===== src/rtl/ysyx_22040237_lsu.sv =====
// Load/store unit: one outstanding access on a req/gnt/rvalid data bus.
// Also passes ALU results through to writeback.
`ifndef ysyx_22040237_REG_WIDTH
`define ysyx_22040237_REG_WIDTH 64
`endif

module ysyx_22040237_lsu #(
  parameter int unsigned TIMEOUT_CYC = 255
) (
  input  logic        clk,
  input  logic        rst,
  input  logic        in_valid_i,
  output logic        in_ready_o,
  input  logic        mem_rd_en_i,
  input  logic        mem_wr_en_i,
  input  logic [2:0]  func3_i,
  input  logic [`ysyx_22040237_REG_WIDTH-1:0] addr_i,
  input  logic [`ysyx_22040237_REG_WIDTH-1:0] wdata_i,
  input  logic        rd_wr_en_i,
  input  logic [4:0]  rd_idx_i,
  input  logic [`ysyx_22040237_REG_WIDTH-1:0] rd_data_i,
  output logic        dmem_req_o,
  output logic        dmem_we_o,
  output logic [`ysyx_22040237_REG_WIDTH-1:0] dmem_addr_o,
  output logic [`ysyx_22040237_REG_WIDTH-1:0] dmem_wdata_o,
  output logic [7:0]  dmem_wmask_o,
  input  logic        dmem_gnt_i,
  input  logic        dmem_rvalid_i,
  input  logic [`ysyx_22040237_REG_WIDTH-1:0] dmem_rdata_i,
  output logic        out_valid_o,
  output logic        rd_wr_en_o,
  output logic [4:0]  rd_idx_o,
  output logic [`ysyx_22040237_REG_WIDTH-1:0] rd_data_o,
  output logic        lsu_err_o
);

  typedef enum logic [1:0] {
    S_IDLE,
    S_REQ,
    S_WAIT,
    S_RESP
  } state_e;

  state_e      state_q;
  logic [7:0]  cnt_q;
  logic [2:0]  f3_q;
  logic [2:0]  off_q;
  logic        rdwe_q;

  logic        mis_d;
  logic        bad_d;
  logic [7:0]  smask_d;
  logic [7:0]  wmask_d;
  logic [63:0] wdata_d;
  logic [63:0] lane_d;
  logic [63:0] ld_d;
  logic        tmo_d;

  assign in_ready_o = (state_q == S_IDLE);

  always_comb begin
    mis_d   = 1'b0;
    smask_d = 8'h01;
    unique case (func3_i[1:0])
      2'b00: smask_d = 8'h01;
      2'b01: begin
        smask_d = 8'h03;
        mis_d   = addr_i[0];
      end
      2'b10: begin
        smask_d = 8'h0F;
        mis_d   = |addr_i[1:0];
      end
      default: begin
        smask_d = 8'hFF;
        mis_d   = |addr_i[2:0];
      end
    endcase
    bad_d = mis_d
          | (mem_rd_en_i & mem_wr_en_i)
          | (mem_rd_en_i & (func3_i == 3'b111))
          | (mem_wr_en_i & func3_i[2]);
    wmask_d = smask_d << addr_i[2:0];
    wdata_d = wdata_i << {addr_i[2:0], 3'b000};
  end

  always_comb begin
    lane_d = dmem_rdata_i >> {off_q, 3'b000};
    ld_d   = lane_d;
    unique case (f3_q)
      3'b000: ld_d = {{56{lane_d[7]}}, lane_d[7:0]};
      3'b001: ld_d = {{48{lane_d[15]}}, lane_d[15:0]};
      3'b010: ld_d = {{32{lane_d[31]}}, lane_d[31:0]};
      3'b100: ld_d = {56'd0, lane_d[7:0]};
      3'b101: ld_d = {48'd0, lane_d[15:0]};
      3'b110: ld_d = {32'd0, lane_d[31:0]};
      default: ld_d = lane_d;
    endcase
  end

  // Counter value after this cycle reaching the limit aborts the access.
  assign tmo_d = ({1'b0, cnt_q} + 9'd1) >= 9'(TIMEOUT_CYC);

  always_ff @(posedge clk) begin
    if (rst) begin
      state_q      <= S_IDLE;
      cnt_q        <= 8'd0;
      f3_q         <= 3'd0;
      off_q        <= 3'd0;
      rdwe_q       <= 1'b0;
      dmem_req_o   <= 1'b0;
      dmem_we_o    <= 1'b0;
      dmem_addr_o  <= '0;
      dmem_wdata_o <= '0;
      dmem_wmask_o <= 8'd0;
      out_valid_o  <= 1'b0;
      rd_wr_en_o   <= 1'b0;
      rd_idx_o     <= 5'd0;
      rd_data_o    <= '0;
      lsu_err_o    <= 1'b0;
    end else begin
      unique case (state_q)
        S_IDLE: begin
          if (in_valid_i) begin
            cnt_q    <= 8'd0;
            f3_q     <= func3_i;
            off_q    <= addr_i[2:0];
            rdwe_q   <= rd_wr_en_i;
            rd_idx_o <= rd_idx_i;
            if (!mem_rd_en_i && !mem_wr_en_i) begin
              state_q     <= S_RESP;
              out_valid_o <= 1'b1;
              rd_wr_en_o  <= rd_wr_en_i;
              rd_data_o   <= rd_data_i;
              lsu_err_o   <= 1'b0;
            end else if (bad_d) begin
              state_q     <= S_RESP;
              out_valid_o <= 1'b1;
              rd_wr_en_o  <= 1'b0;
              rd_data_o   <= '0;
              lsu_err_o   <= 1'b1;
            end else begin
              state_q      <= S_REQ;
              dmem_req_o   <= 1'b1;
              dmem_we_o    <= mem_wr_en_i;
              dmem_addr_o  <= {addr_i[63:3], 3'b000};
              dmem_wdata_o <= wdata_d;
              dmem_wmask_o <= wmask_d;
            end
          end
        end
        S_REQ: begin
          cnt_q <= cnt_q + 8'd1;
          if (tmo_d || dmem_gnt_i) begin
            dmem_req_o <= 1'b0;
          end
          if (tmo_d || (dmem_gnt_i && dmem_we_o)) begin
            state_q     <= S_RESP;
            out_valid_o <= 1'b1;
            rd_wr_en_o  <= 1'b0;
            rd_data_o   <= '0;
            lsu_err_o   <= tmo_d;
          end else if (dmem_gnt_i) begin
            state_q <= S_WAIT;
          end
        end
        S_WAIT: begin
          cnt_q <= cnt_q + 8'd1;
          if (tmo_d) begin
            state_q     <= S_RESP;
            out_valid_o <= 1'b1;
            rd_wr_en_o  <= 1'b0;
            rd_data_o   <= '0;
            lsu_err_o   <= 1'b1;
          end else if (dmem_rvalid_i) begin
            state_q     <= S_RESP;
            out_valid_o <= 1'b1;
            rd_wr_en_o  <= rdwe_q;
            rd_data_o   <= ld_d;
            lsu_err_o   <= 1'b0;
          end
        end
        default: begin
          state_q     <= S_IDLE;
          out_valid_o <= 1'b0;
        end
      endcase
    end
  end

endmodule


===== config.mk =====
export PLATFORM = sky130hd
export DESIGN_NAME = ysyx_22040237_lsu
export DESIGN_NICKNAME = d
export VERILOG_FILES = /design/src/rtl/ysyx_22040237_lsu.sv
export SDC_FILE = /design/constraint.sdc
export NUM_CORES = 1
export LEC_CHECK = 0
export ABC_AREA = 1
export BUFFER_PORTS_ARGS = -buffer_cell sky130_fd_sc_hd__buf_2
export CAP_MARGIN = 20
export CORE_AREA = 2 2 189 191
export DETAILED_ROUTE_END_ITERATION = 10
export DIE_AREA = 0 0 191 193
export PLACE_DENSITY = 0.7
export SLEW_MARGIN = 30
export SYNTH_ARGS = -nofsm -noshare
export SYNTH_HDL_FRONTEND = slang
export SYNTH_SLANG_ARGS = --single-unit

===== constraint.sdc =====
create_clock -name clk -period 6.2 [get_ports clk]
set_input_delay 1.24 -clock clk [delete_from_list [all_inputs] [get_ports clk]]
set_output_delay 1.24 -clock clk [all_outputs]
set_load 0.03 [all_outputs]

; ---- Word-level counts from Yosys, hierarchy flattened
; Index checks and enable logic that the tools add are counted.
[op_classes]
eq_ne = 18
reduce_logical = 22
bitwise_logic = 8
mux = 45
addsub = 2
order_cmp = 1
shift = 3
[op_table]
columns = op, count
row1 = $mux W64, 6
row2 = $pmux W64 S6, 1
row3 = $pmux W64 S3, 1
row4 = $shl A64 B6 Y64, 1
row5 = $shr A64 B6 Y64, 1
row6 = $pmux W8 S3, 1
row7 = $mux W1, 21
row8 = $pmux W8 S2, 1
row9 = $mux W2, 7
row10 = $eq A3 B3 Y1 const B, 4
row11 = $pmux W1 S3, 4
row12 = $ne A2 B2 Y1 const B, 5
row13 = $reduce_and A5 Y1, 2
row14 = $add A8 B1 Y9 const B, 1
row15 = $ge A9 B8 Y1 const B, 1
row16 = $add A8 B1 Y8 const B, 1
row17 = $mux W8, 1
row18 = $reduce_and A4 Y1, 2
row19 = $shl A8 B3 Y8, 1
row20 = $ne A3 B3 Y1 const B, 2
row21 = $pmux W2 S3, 1
row22 = $eq A2 B1 Y1 const B, 2
row23 = $eq A2 B2 Y1 const B, 2
row24 = $logic_not A2 Y1, 2
row25 = other kinds (17), 28
[word_totals]
elab_cells = 114
input_bits = 272
regBits = 224
output_inout_bits = 211

; ---- Longest topological paths before layout
[depth]
ltp_word = 9
depth_mapped = 15
ltp_nobuf = 14

; ---- Worst setup path before layout
; No wires, ideal clock.
[synth_timing]
path_type = input to register
startpoint = in addr_i[0]
endpoint = reg dmem_wdata_o[31]
path_buffers = 2
t_required_ns = 6.072
stages = 10
arrival_ns = 2.481
slack_ns = 3.592
cell_sequence = nor2_1 > nor2_1 > a21oi_1 > nand2_1 > nor2_1 > buf_2 > clkbuf_1 > o21ai_0 > o21ai_0 > nor2_1
[synth_via]
elab_chain_len = 7
word_cells_on_any_way = 9
classes_between = shift: 1 / mux: 1 / bitwise: 4 / reduce/logical: 3
[synth_rtl]
columns = element, line_no
row1 = "start, declared", 17  ; input logic [`ysyx_22040237_REG_WIDTH-1:0] addr_i,
row2 = $reduce_or A3 Y1 / $reduce_or A2 Y1 (equally long branches), "76, 72"
row3 = $pmux W1 S3, 64  ; unique case (func3_i[1:0])
row4 = $or A1 B1 Y1, 80  ; | (mem_rd_en_i & mem_wr_en_i)
row5 = $or A1 B1 Y1, 81  ; | (mem_rd_en_i & (func3_i == 3'b111))
row6 = $or A1 B1 Y1, 82  ; | (mem_wr_en_i & func3_i[2]);
row7 = $not A1 Y1 (no line), -
row8 = $reduce_and A4 Y1 (no line), -
row9 = "end signal, assigned", 147  ; dmem_wdata_o <= wdata_d;
row10 = "end, declared", 25  ; output logic [`ysyx_22040237_REG_WIDTH-1:0] dmem_wdata_o,
; Parallel ways exist; a longest one is shown, timed or not.
; A chain may end at the register's enable or synchronous reset.

; ---- Worst setup path in the final report
[layout_timing]
startpoint = in addr_i[1]
endpoint = reg dmem_addr_o[21]
[layout_via]
elab_chain_len = 7
word_cells_on_any_way = 8
classes_between = mux: 1 / bitwise: 4 / reduce/logical: 3
[layout_rtl]
columns = element, line_no
row1 = $reduce_or A3 Y1 / $reduce_or A2 Y1 (equally long branches), "76, 72"
row2 = $pmux W1 S3 *, 64
row3 = $or A1 B1 Y1 *, 80
row4 = $or A1 B1 Y1 *, 81
row5 = $or A1 B1 Y1 *, 82
row6 = $not A1 Y1 (no line) *, -
row7 = $reduce_and A4 Y1 (no line) *, -
row8 = "end signal, assigned", 146  ; dmem_addr_o <= {addr_i[63:3], 3'b000};
row9 = "end, declared", 24  ; output logic [`ysyx_22040237_REG_WIDTH-1:0] dmem_addr_o,
; Mark *: on every way between the ends. The rest lies on a longest branch, timed or not.

==> summary.md <==
| Metric | Value |
|---|---|
| I/O Pins | 483 |
| Fin crit period | 3.82 ns |
| P_leak | 8.33 nW |
| Num CTS Buffers | 27 |
| Outcome | complete, no violations |
| Worst-path clk slew | 0.06 ns |
| Fin util | 46.5% |
| CTS max path bufs | 3 |
| Hold-fix buffers, CTS | 0 |
| Placed insts | 2945 |
| Hpwl dp | 39100 um |
| Worst reg-to-reg path cell count | 12 |
| Via density | 5.16 |
| Critical Path Most Common Cell | nor2_1 |
| Commonest non-fill, non-tap cell in the layout | nand2_1 |
| Violation count after the first detailed-routing iteration | 1358 |
| Hold Crit Depth | 2 |
| Clk_lat worst skew | 0.55 ns |
| Hold_sp | dmem_wmask_o[1] |
| Area of the multi-input gates | 7340 um^2 |
| CP Capture Type | flop |
| DR WL/cell | 17.4 um |
| Die Wd | 191 um |
| Maximum VDD drop | 0.268 mV |
| Flop and latch count out of synthesis | 224 |
| RR Startpoint | off_q[0] |
| CP Data Arrival Time | 4.26 ns |
| Warnings from Yosys | 0 |
| Slowest-stage cell, CP | clkinv_2 |
| Most frequent cells in the layout | nand2_1, buf_2, nor2_1, o21ai_0, dfxtp_1 |
| # DRC | 0 |
| Resize count post-CTS | 0 |
| Root Buffer | clkbuf_16 |
| Avg Cell Area, Syn | 6.03 um^2 |
| Final std cells w/o fill | 2995 |
| Area Overhead vs Synth | 25.5% |
| GRT overflow | 0 |
| Area after DPL | 15400 um^2 |
| Top delay family on crit path | buffers and inverters |
| Worst hold path endpoint | dmem_wmask_o[1] |
| Yosys top cell by area | dfxtp_1 |
| I/O Buffers | 479 |
| Worst EP required | 6.64 ns |
| CP peak stage delay | 0.77 ns |
| Nets | 2792 |
| Layout cells sized above 1 | 22.1% |
| Die height | 193 um |
| Cell Area, Synth | 13000 um^2 |
| Slew Viols, Final | 0 |
| CP Class | in2reg |
| Vias in the first global route | 14100 |
| Sequential area share after synthesis | 34.6% |
| Final period util | 61.7% |
| Detail Route Antenna Nets | 0 |
| Slew HR | 37.3% |
| Largest net degree at the start of global routing | 130 |
| Clock skew | 0.0177 ns |
| Routed vias | 15500 |
| Routability cong. | 0.956 |
| Sink Count | 224 |
| Power density cells | 385 nW/um^2 |
| Slew at the pin closest to its max-slew limit | 0.940 ns |
| Post-route cell area | 16300 um^2 |
| First-pass GRT wire length | 78100 um |
| Fin. Hold Viols | 0 |
| FF-to-FF End | rd_data_o[58] |
| Setup violators final | 0 |
| RSZ-0062 raised after global routing | no |
| Die area | 36900 um^2 |
| Unique cell type count in the Yosys netlist | 38 |
| Worst reg2reg setup slack | 2.48 ns |
| Yosys top cell area share | 34.6% |
| Drt first pass iters | 6 |
| Fmax | 261 MHz |
| Number of max-cap violations | 0 |
| Core region area | 35000 um^2 |
| Final wirelength | 52200 um |
| Worst hold path class | reg2reg |
| Mapped Cells | 2150 |
| CTS tree | done |
| Row count | 69 |
| Register area | 4480 um^2 |
| Startpoint types | primary input |
| Depth of the CTS H-tree | 1 |
| Initial Util | 37.1% |
| Critical path fanouts, max | 68 |
| All-Layer GR Usage | 27.0% |
| Critical-path cell list | buf_2 -> nor2_1 -> buf_4 -> nor2_1 -> a21oi_1 -> nand2_1 -> nor2_4 -> buf_4 -> clkinv_2 -> buf_4 -> nor2_1 -> nor2_1 |
| Initial antenna violation count | 12 |
| Setup TNS | 0 ns |
| Fillers | 3701 |
| CP bufs+invs | 5 |
| Setup bufs post-CTS | 0 |
| Synth top area cells | dfxtp_1, nand2_1, nor2_1 |
## kinds of logic after synthesis
group	synth area share, %
simple gates	36.8
compound gates	17.5
buf+inv	9.08
flops	34.6
mux	1.31
fa+ha+maj	0.676
other cells	0.0289
xor+xnor	0.0676
## state kept, by name (all words and copies together), names as in the netlist, 2 cells and up
signal / count
dmem_wdata_o: 64
dmem_wmask_o: 8
dmem_addr_o: 61
state_q: 2
off_q: 3
rd_idx_o: 5
rd_data_o: 64
f3_q: 3
cnt_q: 8
## per-stage QoR
stage	hold slack, ns	power [mW]	worst slack [ns]
6_report	0.462	6.27	2.38
2_1_floorplan	0.455	3.96	3.59
3_3_place_gp	0.450	4.77	1.91
3_5_place_dp	0.456	4.80	1.85
4_1_cts	0.465	6.30	2.43
5_1_grt	0.484	6.72	1.94
## area by class of cell
class	count	area share (%)
diodes	7	0.108
clock buffers	38	4.71
clock inverters	5	0.292
inverters	123	2.86
multi-input cells	1637	45.1
flip-flops and latches	224	27.6
well taps	461	3.55
repair buffers	500	15.8
## worst max path at each step
stage | depth (start not counted) | to | slack, ns | startpoint
after floorplan | 10 | dmem_wdata_o[31] | 3.59 | addr_i[0]
after global placement | 12 | dmem_wdata_o[54] | 1.91 | addr_i[1]
after detailed placement | 12 | dmem_addr_o[10] | 1.85 | addr_i[1]
after CTS | 12 | dmem_addr_o[10] | 2.43 | addr_i[1]
after global routing | 12 | rd_data_o[58] | 1.94 | off_q[0]
final | 12 | dmem_addr_o[21] | 2.38 | addr_i[1]
## tightest hold or removal path, delay by kind of cell (launching register included)
family,cells,cell delay (ns)
compound gates,1,0.05
simple gates,1,0.06
flops,1,0.30
## synth_stat cells
library cell / count
o211a_1: 3
nand2_2: 3
a21boi_0: 1
o21bai_1: 2
nand2_1: 633
mux2i_1: 17
nor2_1: 374
buf_6: 3
nor3_1: 1
xor2_1: 1
and3_1: 1
buf_2: 23
a211oi_1: 3
o211ai_1: 20
dfxtp_1: 224
inv_2: 4
clkbuf_1: 117
a21oi_1: 69
or2_1: 1
conb_1: 1
buf_1: 16
o21ai_1: 15
nand4_1: 51
o31a_1: 5
a31oi_1: 11
a22oi_1: 9
buf_4: 9
or2_2: 3
clkinv_1: 3
o21ai_0: 277
ha_1: 7
inv_1: 116
o22ai_1: 7
nand4_2: 1
o21a_1: 1
nand3_1: 114
nand3_2: 1
nor2_2: 3
## power by group
| part | switching (mW) | total, mW | internal (mW) | leakage [nW] |
|---|---|---|---|---|
| Sequential | 0.144 | 1.85 | 1.70 | 1.83 |
| Combinational | 2.12 | 2.95 | 0.828 | 6.10 |
| Clock | 0.613 | 1.47 | 0.856 | 0.402 |
| Total | 2.88 | 6.27 | 3.39 | 8.33 |
## per-layer routing
metal	routed length, um	GRT usage (%)
met1	20100	31.4
met4	2750	13.7
met5	84	0
met2	24600	46.1
met3	4660	6.75
Note: power is estimated with default switching activity, not from simulation.
